[src/rtl/inputc_nvc_if.sv]
// inputc_nvc_if -- flit/switch bundle between a router input port and its
// neighbours.
//   idata/ivalid/ivch : incoming flit, write strobe, target VC
//   ordy/oack/olck    : per-VC not-full, credit-return pulse, mid-packet lock
//   req/port/grt      : switch request, requested output port, grant
//   odata/ovalid/ovch : registered outgoing flit, valid, source VC
//   err               : sticky protocol-error flag
// master = upstream/switch side (test or router core), slave = input unit.
interface inputc_nvc_if #(
  parameter int DATAW  = 32,
  parameter int NUM_VC = 4
);
  localparam int VW = (NUM_VC > 1) ? $clog2(NUM_VC) : 1;

  logic [DATAW-1:0]  idata;
  logic              ivalid;
  logic [VW-1:0]     ivch;
  logic [NUM_VC-1:0] ordy;
  logic [NUM_VC-1:0] oack;
  logic [NUM_VC-1:0] olck;
  logic              req;
  logic [2:0]        port;
  logic              grt;
  logic [DATAW-1:0]  odata;
  logic              ovalid;
  logic [VW-1:0]     ovch;
  logic              err;

  modport master (
    output idata, ivalid, ivch, grt,
    input  ordy, oack, olck, req, port, odata, ovalid, ovch, err
  );

  modport slave (
    input  idata, ivalid, ivch, grt,
    output ordy, oack, olck, req, port, odata, ovalid, ovch, err
  );
endinterface

[src/rtl/inputc_nvc.sv]
// inputc_nvc -- wormhole router input unit with NUM_VC virtual channels.
// Each VC has a DEPTH-entry FIFO, an IDLE/ACTIVE packet FSM and an XY route
// latch (inputc_nvc_vc). The top picks one eligible VC round-robin, raises
// req/port, and on grant dequeues the flit into a registered output stage.
// Ports: clk, rst_ (sync, active low), bus (inputc_nvc_if.slave).

// Per-VC lane: FIFO, packet FSM, route computation, eligibility/flush.
//   wr_i/wdata_i : enqueue (caller has already checked not-full)
//   gnt_i        : switch-granted dequeue of this VC
//   full_o, lck_o, elig_o, flush_o, port_o, head_o : lane status / head flit
module inputc_nvc_vc #(
  parameter int DATAW   = 32,
  parameter int DEPTH   = 4,
  parameter int CW      = 2,
  parameter int MY_XPOS = 0,
  parameter int MY_YPOS = 0
) (
  input  logic             clk,
  input  logic             rst_,
  input  logic             wr_i,
  input  logic [DATAW-1:0] wdata_i,
  input  logic             gnt_i,
  output logic             full_o,
  output logic             lck_o,
  output logic             elig_o,
  output logic             flush_o,
  output logic [2:0]       port_o,
  output logic [DATAW-1:0] head_o
);
  localparam int AW = $clog2(DEPTH);
  localparam logic [CW-1:0] MYX = CW'(MY_XPOS);
  localparam logic [CW-1:0] MYY = CW'(MY_YPOS);
  localparam logic [1:0] T_HEAD = 2'b00, T_TAIL = 2'b10;
  localparam logic [2:0] P_N = 3'd0, P_E = 3'd1, P_S = 3'd2, P_W = 3'd3, P_L = 3'd4;

  typedef enum logic {IDLE, ACTIVE} st_t;

  st_t              st_q;
  logic [DATAW-1:0] mem_q [DEPTH];
  logic [AW-1:0]    rd_q, wr_q;
  logic [AW:0]      cnt_q;
  logic [2:0]       port_q;
  logic [2:0]       route;
  logic [1:0]       typ;
  logic             is_head, empty, deq;
  logic [CW-1:0]    dstx, dsty;

  assign head_o  = mem_q[rd_q];
  assign typ     = head_o[DATAW-1:DATAW-2];
  // HEAD (00) and HEADTAIL (11) are the two packet-opening types
  assign is_head = (typ[1] == typ[0]);
  assign empty   = (cnt_q == '0);
  assign full_o  = (cnt_q == (AW+1)'(DEPTH));
  assign lck_o   = (st_q == ACTIVE);
  assign elig_o  = !empty && (is_head ? (st_q == IDLE) : (st_q == ACTIVE));
  // a head flit that cannot legally be forwarded is discarded in place
  assign flush_o = !empty && !elig_o;
  assign deq     = gnt_i || flush_o;
  assign dstx    = head_o[2*CW-1:CW];
  assign dsty    = head_o[CW-1:0];

  always_comb begin
    route = P_L;
    if      (dstx > MYX) route = P_E;
    else if (dstx < MYX) route = P_W;
    else if (dsty > MYY) route = P_S;
    else if (dsty < MYY) route = P_N;
  end

  // body/tail flits carry no destination; they follow the latched route
  assign port_o = is_head ? route : port_q;

  always_ff @(posedge clk) begin
    if (wr_i) mem_q[wr_q] <= wdata_i;
  end

  always_ff @(posedge clk) begin
    if (!rst_) begin
      rd_q   <= '0;
      wr_q   <= '0;
      cnt_q  <= '0;
      port_q <= P_L;
      st_q   <= IDLE;
    end else begin
      if (wr_i) wr_q <= wr_q + 1'b1;
      if (deq)  rd_q <= rd_q + 1'b1;
      case ({wr_i, deq})
        2'b10:   cnt_q <= cnt_q + 1'b1;
        2'b01:   cnt_q <= cnt_q - 1'b1;
        default: cnt_q <= cnt_q;
      endcase
      // flushes leave the FSM alone; only granted dequeues move it
      if (gnt_i) begin
        if (is_head) begin
          port_q <= route;
          if (typ == T_HEAD) st_q <= ACTIVE;
        end else if (typ == T_TAIL) begin
          st_q <= IDLE;
        end
      end
    end
  end
endmodule

module inputc_nvc #(
  parameter int DATAW   = 32,
  parameter int NUM_VC  = 4,
  parameter int DEPTH   = 4,
  parameter int CW      = 2,
  parameter int MY_XPOS = 0,
  parameter int MY_YPOS = 0
) (
  input  logic         clk,
  input  logic         rst_,
  inputc_nvc_if.slave  bus
);
  localparam int VW = (NUM_VC > 1) ? $clog2(NUM_VC) : 1;

  logic [NUM_VC-1:0]            full, lck, elig, flush, wr_v, gnt_v;
  logic [NUM_VC-1:0][2:0]       vport;
  logic [NUM_VC-1:0][DATAW-1:0] vhead;

  logic [VW-1:0]    rr_q, sel_q, pick;
  logic             hold_q, req, gnt;
  logic [DATAW-1:0] odata_q;
  logic             ovalid_q, err_q;
  logic [VW-1:0]    ovch_q;

  for (genvar v = 0; v < NUM_VC; v++) begin : g_vc
    assign wr_v[v]  = bus.ivalid && (bus.ivch == VW'(v)) && !full[v];
    assign gnt_v[v] = gnt && (pick == VW'(v));

    inputc_nvc_vc #(
      .DATAW(DATAW), .DEPTH(DEPTH), .CW(CW),
      .MY_XPOS(MY_XPOS), .MY_YPOS(MY_YPOS)
    ) u_vc (
      .clk     (clk),
      .rst_    (rst_),
      .wr_i    (wr_v[v]),
      .wdata_i (bus.idata),
      .gnt_i   (gnt_v[v]),
      .full_o  (full[v]),
      .lck_o   (lck[v]),
      .elig_o  (elig[v]),
      .flush_o (flush[v]),
      .port_o  (vport[v]),
      .head_o  (vhead[v])
    );
  end

  // Round-robin from rr_q; an ungranted request keeps its VC so req/port
  // stay stable until the switch answers.
  always_comb begin
    int  idx;
    logic found;
    idx   = 0;
    found = 1'b0;
    pick  = sel_q;
    if (!hold_q) begin
      for (int i = 0; i < NUM_VC; i++) begin
        idx = int'(rr_q) + i;
        if (idx >= NUM_VC) idx = idx - NUM_VC;
        if (!found && elig[idx]) begin
          found = 1'b1;
          pick  = VW'(idx);
        end
      end
    end
  end

  assign req = rst_ && (|elig);
  assign gnt = req && bus.grt;

  assign bus.req    = req;
  assign bus.port   = req ? vport[pick] : 3'd0;
  assign bus.oack   = rst_ ? (gnt_v | flush) : '0;
  assign bus.olck   = rst_ ? lck : '0;
  assign bus.ordy   = ~full;
  assign bus.odata  = odata_q;
  assign bus.ovalid = ovalid_q;
  assign bus.ovch   = ovch_q;
  assign bus.err    = err_q;

  always_ff @(posedge clk) begin
    if (!rst_) begin
      rr_q     <= '0;
      sel_q    <= '0;
      hold_q   <= 1'b0;
      odata_q  <= '0;
      ovalid_q <= 1'b0;
      ovch_q   <= '0;
      err_q    <= 1'b0;
    end else begin
      sel_q    <= pick;
      hold_q   <= req && !bus.grt;
      ovalid_q <= gnt;
      odata_q  <= gnt ? vhead[pick] : '0;
      ovch_q   <= gnt ? pick : '0;
      if (gnt) rr_q <= (pick == VW'(NUM_VC-1)) ? '0 : pick + 1'b1;
      // a strobe no VC accepted is either full or addressed out of range
      if ((bus.ivalid && !(|wr_v)) || (|flush)) err_q <= 1'b1;
    end
  end
endmodule

[src/flat_wrapper.sv]
// flat-port wrapper written by rule: the top's interface ports become plain ports
module inputc_nvc_flat 
#(
  parameter int DATAW   = 32,
  parameter int NUM_VC  = 4,
  parameter int DEPTH   = 4,
  parameter int CW      = 2,
  parameter int MY_XPOS = 0,
  parameter int MY_YPOS = 0
)
  (clk, rst_, bus_idata, bus_ivalid, bus_ivch, bus_grt, bus_ordy, bus_oack, bus_olck, bus_req, bus_port, bus_odata, bus_ovalid, bus_ovch, bus_err);
  inputc_nvc_if #(.DATAW(DATAW), .NUM_VC(NUM_VC)) bus_i ();
  input  logic clk;
  input  logic rst_;
  input wire logic [$bits(bus_i.idata)-1:0] bus_idata;
  input wire logic [$bits(bus_i.ivalid)-1:0] bus_ivalid;
  input wire logic [$bits(bus_i.ivch)-1:0] bus_ivch;
  input wire logic [$bits(bus_i.grt)-1:0] bus_grt;
  output wire logic [$bits(bus_i.ordy)-1:0] bus_ordy;
  output wire logic [$bits(bus_i.oack)-1:0] bus_oack;
  output wire logic [$bits(bus_i.olck)-1:0] bus_olck;
  output wire logic [$bits(bus_i.req)-1:0] bus_req;
  output wire logic [$bits(bus_i.port)-1:0] bus_port;
  output wire logic [$bits(bus_i.odata)-1:0] bus_odata;
  output wire logic [$bits(bus_i.ovalid)-1:0] bus_ovalid;
  output wire logic [$bits(bus_i.ovch)-1:0] bus_ovch;
  output wire logic [$bits(bus_i.err)-1:0] bus_err;
  assign bus_i.idata = bus_idata;
  assign bus_i.ivalid = bus_ivalid;
  assign bus_i.ivch = bus_ivch;
  assign bus_i.grt = bus_grt;
  assign bus_ordy = bus_i.ordy;
  assign bus_oack = bus_i.oack;
  assign bus_olck = bus_i.olck;
  assign bus_req = bus_i.req;
  assign bus_port = bus_i.port;
  assign bus_odata = bus_i.odata;
  assign bus_ovalid = bus_i.ovalid;
  assign bus_ovch = bus_i.ovch;
  assign bus_err = bus_i.err;
  inputc_nvc #(.DATAW(DATAW), .NUM_VC(NUM_VC), .DEPTH(DEPTH), .CW(CW), .MY_XPOS(MY_XPOS), .MY_YPOS(MY_YPOS)) u_core (.clk(clk), .rst_(rst_), .bus(bus_i));
endmodule
[config.mk]
export PLATFORM = sky130hd
export DESIGN_NAME = inputc_nvc_flat
export DESIGN_NICKNAME = d
export VERILOG_FILES = /design/src/rtl/inputc_nvc_if.sv /design/src/rtl/inputc_nvc.sv /design/src/flat_wrapper.sv
export SDC_FILE = /design/constraint.sdc
export NUM_CORES = 1
export LEC_CHECK = 0
export BUFFER_PORTS_ARGS = -buffer_cell sky130_fd_sc_hd__buf_2
export CORE_UTILIZATION = 61
export DETAILED_ROUTE_END_ITERATION = 8
export PLACE_DENSITY = 0.79
export SLEW_MARGIN = 20
export SYNTH_ARGS = -nofsm -noshare
export SYNTH_HDL_FRONTEND = slang
export SYNTH_SLANG_ARGS = --single-unit
[constraint.sdc]
create_clock -name clk -period 6.4 [get_ports clk]
set_input_delay 0.64 -clock clk [delete_from_list [all_inputs] [get_ports clk]]
set_output_delay 0.64 -clock clk [all_outputs]
set_load 0.01 [all_outputs]
==> results.py <==
metrics = {
    "status": {
        "status": "complete, no violations",
    },
    "global_routing": {
        "grt_pass1_wl_mm": 78.0,
        "grt_util_met3": 0.0509,
        "antenna_found_initial": 0,
        "use_met1": 0.379,
        "busiest_layer": "met2",
        "overflow": 0,
        "grt_use_met2": 0.465,
        "grt_usage": 0.282,
        "grt_pass1_vias": 12445,
        "grt_max_degree": 44,
    },
    "final_layout": {
        "fill_cells": 2340,
        "areaGrowthSynthToFinish_pct": 13.4,
        "fin_area_um2": 26700,
        "nets": 1416,
        "drive_above_1_share": 0.269,
    },
    "timing": {
        "min_period_ns": 5.69,
        "rsz0062_at_grt": "false",
        "fin_skew_ns": 0.0195,
        "hold_ws_ns": 0.207,
        "fmax_mhz": 176,
        "timing.setup.tns_ns": 0,
        "hold_viol": 0,
        "setup_viol": 0,
        "drv_slew": 0,
        "tightest_slew_ns": 1.17,
        "post-route-period-util": 0.890,
        "slew-limit-headroom": 0.217,
        "setup_ws_ns": 0.707,
    },
    "worst_setup_path": {
        "worst_ep_required_time_ns": 5.76,
        "cp.arrival_ns": 5.05,
        "cp_top_family": "simple AND/OR/NAND/NOR gates",
        "crit_chain": "buf_4 > mux4_2 > inv_1 > ha_1 > xnor2_1 > nor2_1 > a221oi_1 > a21oi_1 > nor3_1 > nor2_2 > buf_4 > mux4_2 > nor2_1 > buf_2",
        "critPathCaptureType": "output pin",
        "crit_path_max_fanout": 15,
        "crit_type": "flop to output pin",
        "worstSetupStartpointType": "flop",
        "critPathBufInv": 4,
        "cpMaxStageDelayCell": "nor3_1",
        "cp_slowest_stage_delay_ns": 0.71,
    },
    "logic_synthesis": {
        "ys_seq_elements": 605,
        "syn_area_per_cell_um2": 19.1,
        "synth_cells": 1232,
        "yosys.cell_count.top_type": "edfxtp_1",
        "async_reset_ff_frac": 0,
        "ys.warnings.count": 0,
        "synth_cell_type_count": 61,
        "yosys-top-cells-area": "edfxtp_1 (65%), mux4_2 (12%), dfxtp_1 (7.9%), mux2i_1 (3.4%), ha_1 (1.5%)",
        "synth_top_area_cell": "edfxtp_1",
        "ys_seq_area_frac": 0.733,
        "synth_nets": 1302,
        "syn_area_um2": 23500,
        "synth_ff_type": "edfxtp_1",
        "synth_top_area_frac": 0.653,
        "synth_common_cells": "edfxtp_1 (512), mux4_2 (129), dfxtp_1 (93), mux2i_1 (80), nor2_1 (48)",
        "synth_edf_count": 512,
    },
    "run": {
        "maxCapViolations": 0,
    },
    "pwr": {
        "power_uw": 12000,
        "cellLeakagePower_uw": 0.00909,
        "power_density_nw_per_um2": 448,
        "ir_drop_uv": 447,
    },
    "die": {
        "die_h_um": 198,
        "core_um2": 37800,
        "initial_core_util": 0.622,
        "ios": 90,
        "placementRows": 71,
        "die_w_um": 198,
        "die-area_um2": 39400,
    },
    "clocking": {
        "cts_buffer_depth": 3,
        "clk_latency_ns": 0.63,
        "postCtsSetupBuffers": 0,
        "cts_buffers": 59,
        "cts_htree_levels": 2,
        "cts_hold_buf": 0,
        "cts_tree": "built",
        "clk_pin_slew_ns": 0.07,
        "cts_sinks": 605,
        "ctsResizeCount": 0,
        "cts-root-buf": "clkbuf_16",
    },
    "place": {
        "dp_slack_ns": 1.19,
        "placed_area_um2": 24600,
        "place.gp.congestion": 0.982,
        "hpwl_mm": 28.3,
        "portBuffers": 89,
    },
    "routing": {
        "routed_via_density": 6.41,
        "totalWireLength_mm": 53.8,
        "drtIter0Drc": 1282,
        "dr.pass1.iters": 5,
        "dr_total_vias": 12224,
        "ant_nets": 0,
        "drc": 0,
        "wl_per_cell_um": 28.2,
    },
    "hold_path": {
        "hp-class": "input pin to flop",
    },
}
[path summary, 6_finish.rpt]
check | start | end | slack (ns) | depth (start not counted)
setup / recovery | flop | bus_port[0] | 0.71 | 14
setup reg to reg | flop | u_core.g_vc[3].u_vc.cnt_q[2] | 1.14 | 18
hold / removal | bus_grt | u_core.hold_q | 0.21 | 2
hold reg to reg | u_core.g_vc[0].u_vc.port_q[0] | u_core.g_vc[0].u_vc.port_q[0] | 0.47 | 2
[logic make-up after synthesis]
logic type,Yosys count,share of synthesized area
xor gates and xnor gates,20,0.00744
buffers and inverters,93,0.0167
muxes,212,0.159
adders and majority gates,32,0.0183
and+or+nand+nor,160,0.0340
DFF,605,0.733
AOI/OAI and AO/OA,110,0.0321
[per-layer routing]
layer / share of wire / routed length, um / vias up
met1: 0.39 / 21200 / 6310
met5: 0 / 0 / -
met2: 0.50 / 26900 / 636
met4: 0.028 / 1500 / 0
met3: 0.078 / 4170 / 102
li1: - / - / 5176
[cell usage in the layout (no fill, tap or decap), types with 4 or more instances in the layout]
cell | Yosys | routed
xor2_1 | 8 | 8
inv_1 | 34 | 34
clkbuf_8 | 0 | 12
clkbuf_1 | 40 | 13
dfxtp_1 | 93 | 85
fa_1 | 4 | 4
and2_4 | 0 | 5
buf_4 | 6 | 22
clkinv_1 | 0 | 4
bufinv_16 | 0 | 9
dfxtp_2 | 0 | 8
clkinvlp_4 | 0 | 4
o211ai_1 | 4 | 4
a31oi_1 | 5 | 5
xnor2_1 | 12 | 12
a21oi_1 | 15 | 15
or3_1 | 10 | 10
a211oi_1 | 6 | 6
nand3_1 | 11 | 11
o21ai_0 | 14 | 14
nor3b_1 | 4 | 4
nor2_1 | 48 | 48
o22ai_1 | 39 | 39
buf_2 | 5 | 89
nand2_1 | 29 | 28
and2_2 | 0 | 11
clkbuf_16 | 0 | 60
nor3_1 | 13 | 13
ha_1 | 28 | 28
mux2i_1 | 80 | 80
edfxtp_1 | 512 | 512
and2_1 | 24 | 8
mux4_2 | 129 | 129
[sequential cells by signal, summed over array words and instances, names as in the netlist, 2 cells and up, named ones only]
signal                   count
u_core.g_vc.u_vc.mem_q     512
u_core.bus.odata            32
u_core.g_vc.u_vc.cnt_q      12
u_core.g_vc.u_vc.port_q     12
u_core.g_vc.u_vc.rd_q        8
u_core.g_vc.u_vc.wr_q        8
u_core.g_vc.u_vc.lck_o       4
u_core.bus.ovch              2
u_core.rr_q                  2
u_core.sel_q                 2
[where the power goes]
group	switching, uW	leakage, uW	internal [uW]	total (uW)
Sequential	220	0.00538	4530	4750
Clock	1500	0.00102	2230	3740
Combinational	2020	0.00269	1460	3480
Total	3750	0.00909	8220	12000
[stage by stage]
step                 util  instances
global route        0.705       1906
floorplan               -       1232
CTS                 0.705       1906
finish              0.705       1908
global placement    0.649       1796
detailed placement  0.649       1796
[cell type report]
| cell class | count | area, um^2 | share of cell area |
|---|---|---|---|
| clock buffer | 85 | 1720 | 0.0643 |
| clock inverter | 25 | 407 | 0.0152 |
| multi-input combinational | 534 | 5930 | 0.222 |
| sequential | 605 | 17200 | 0.646 |
| inverter | 35 | 131 | 0.00492 |
| timing repair buffer | 111 | 611 | 0.0229 |
| antenna | 2 | 5.00 | 0.000188 |
| tap | 511 | 639 | 0.0240 |
Power figures use the tool's default switching activity.
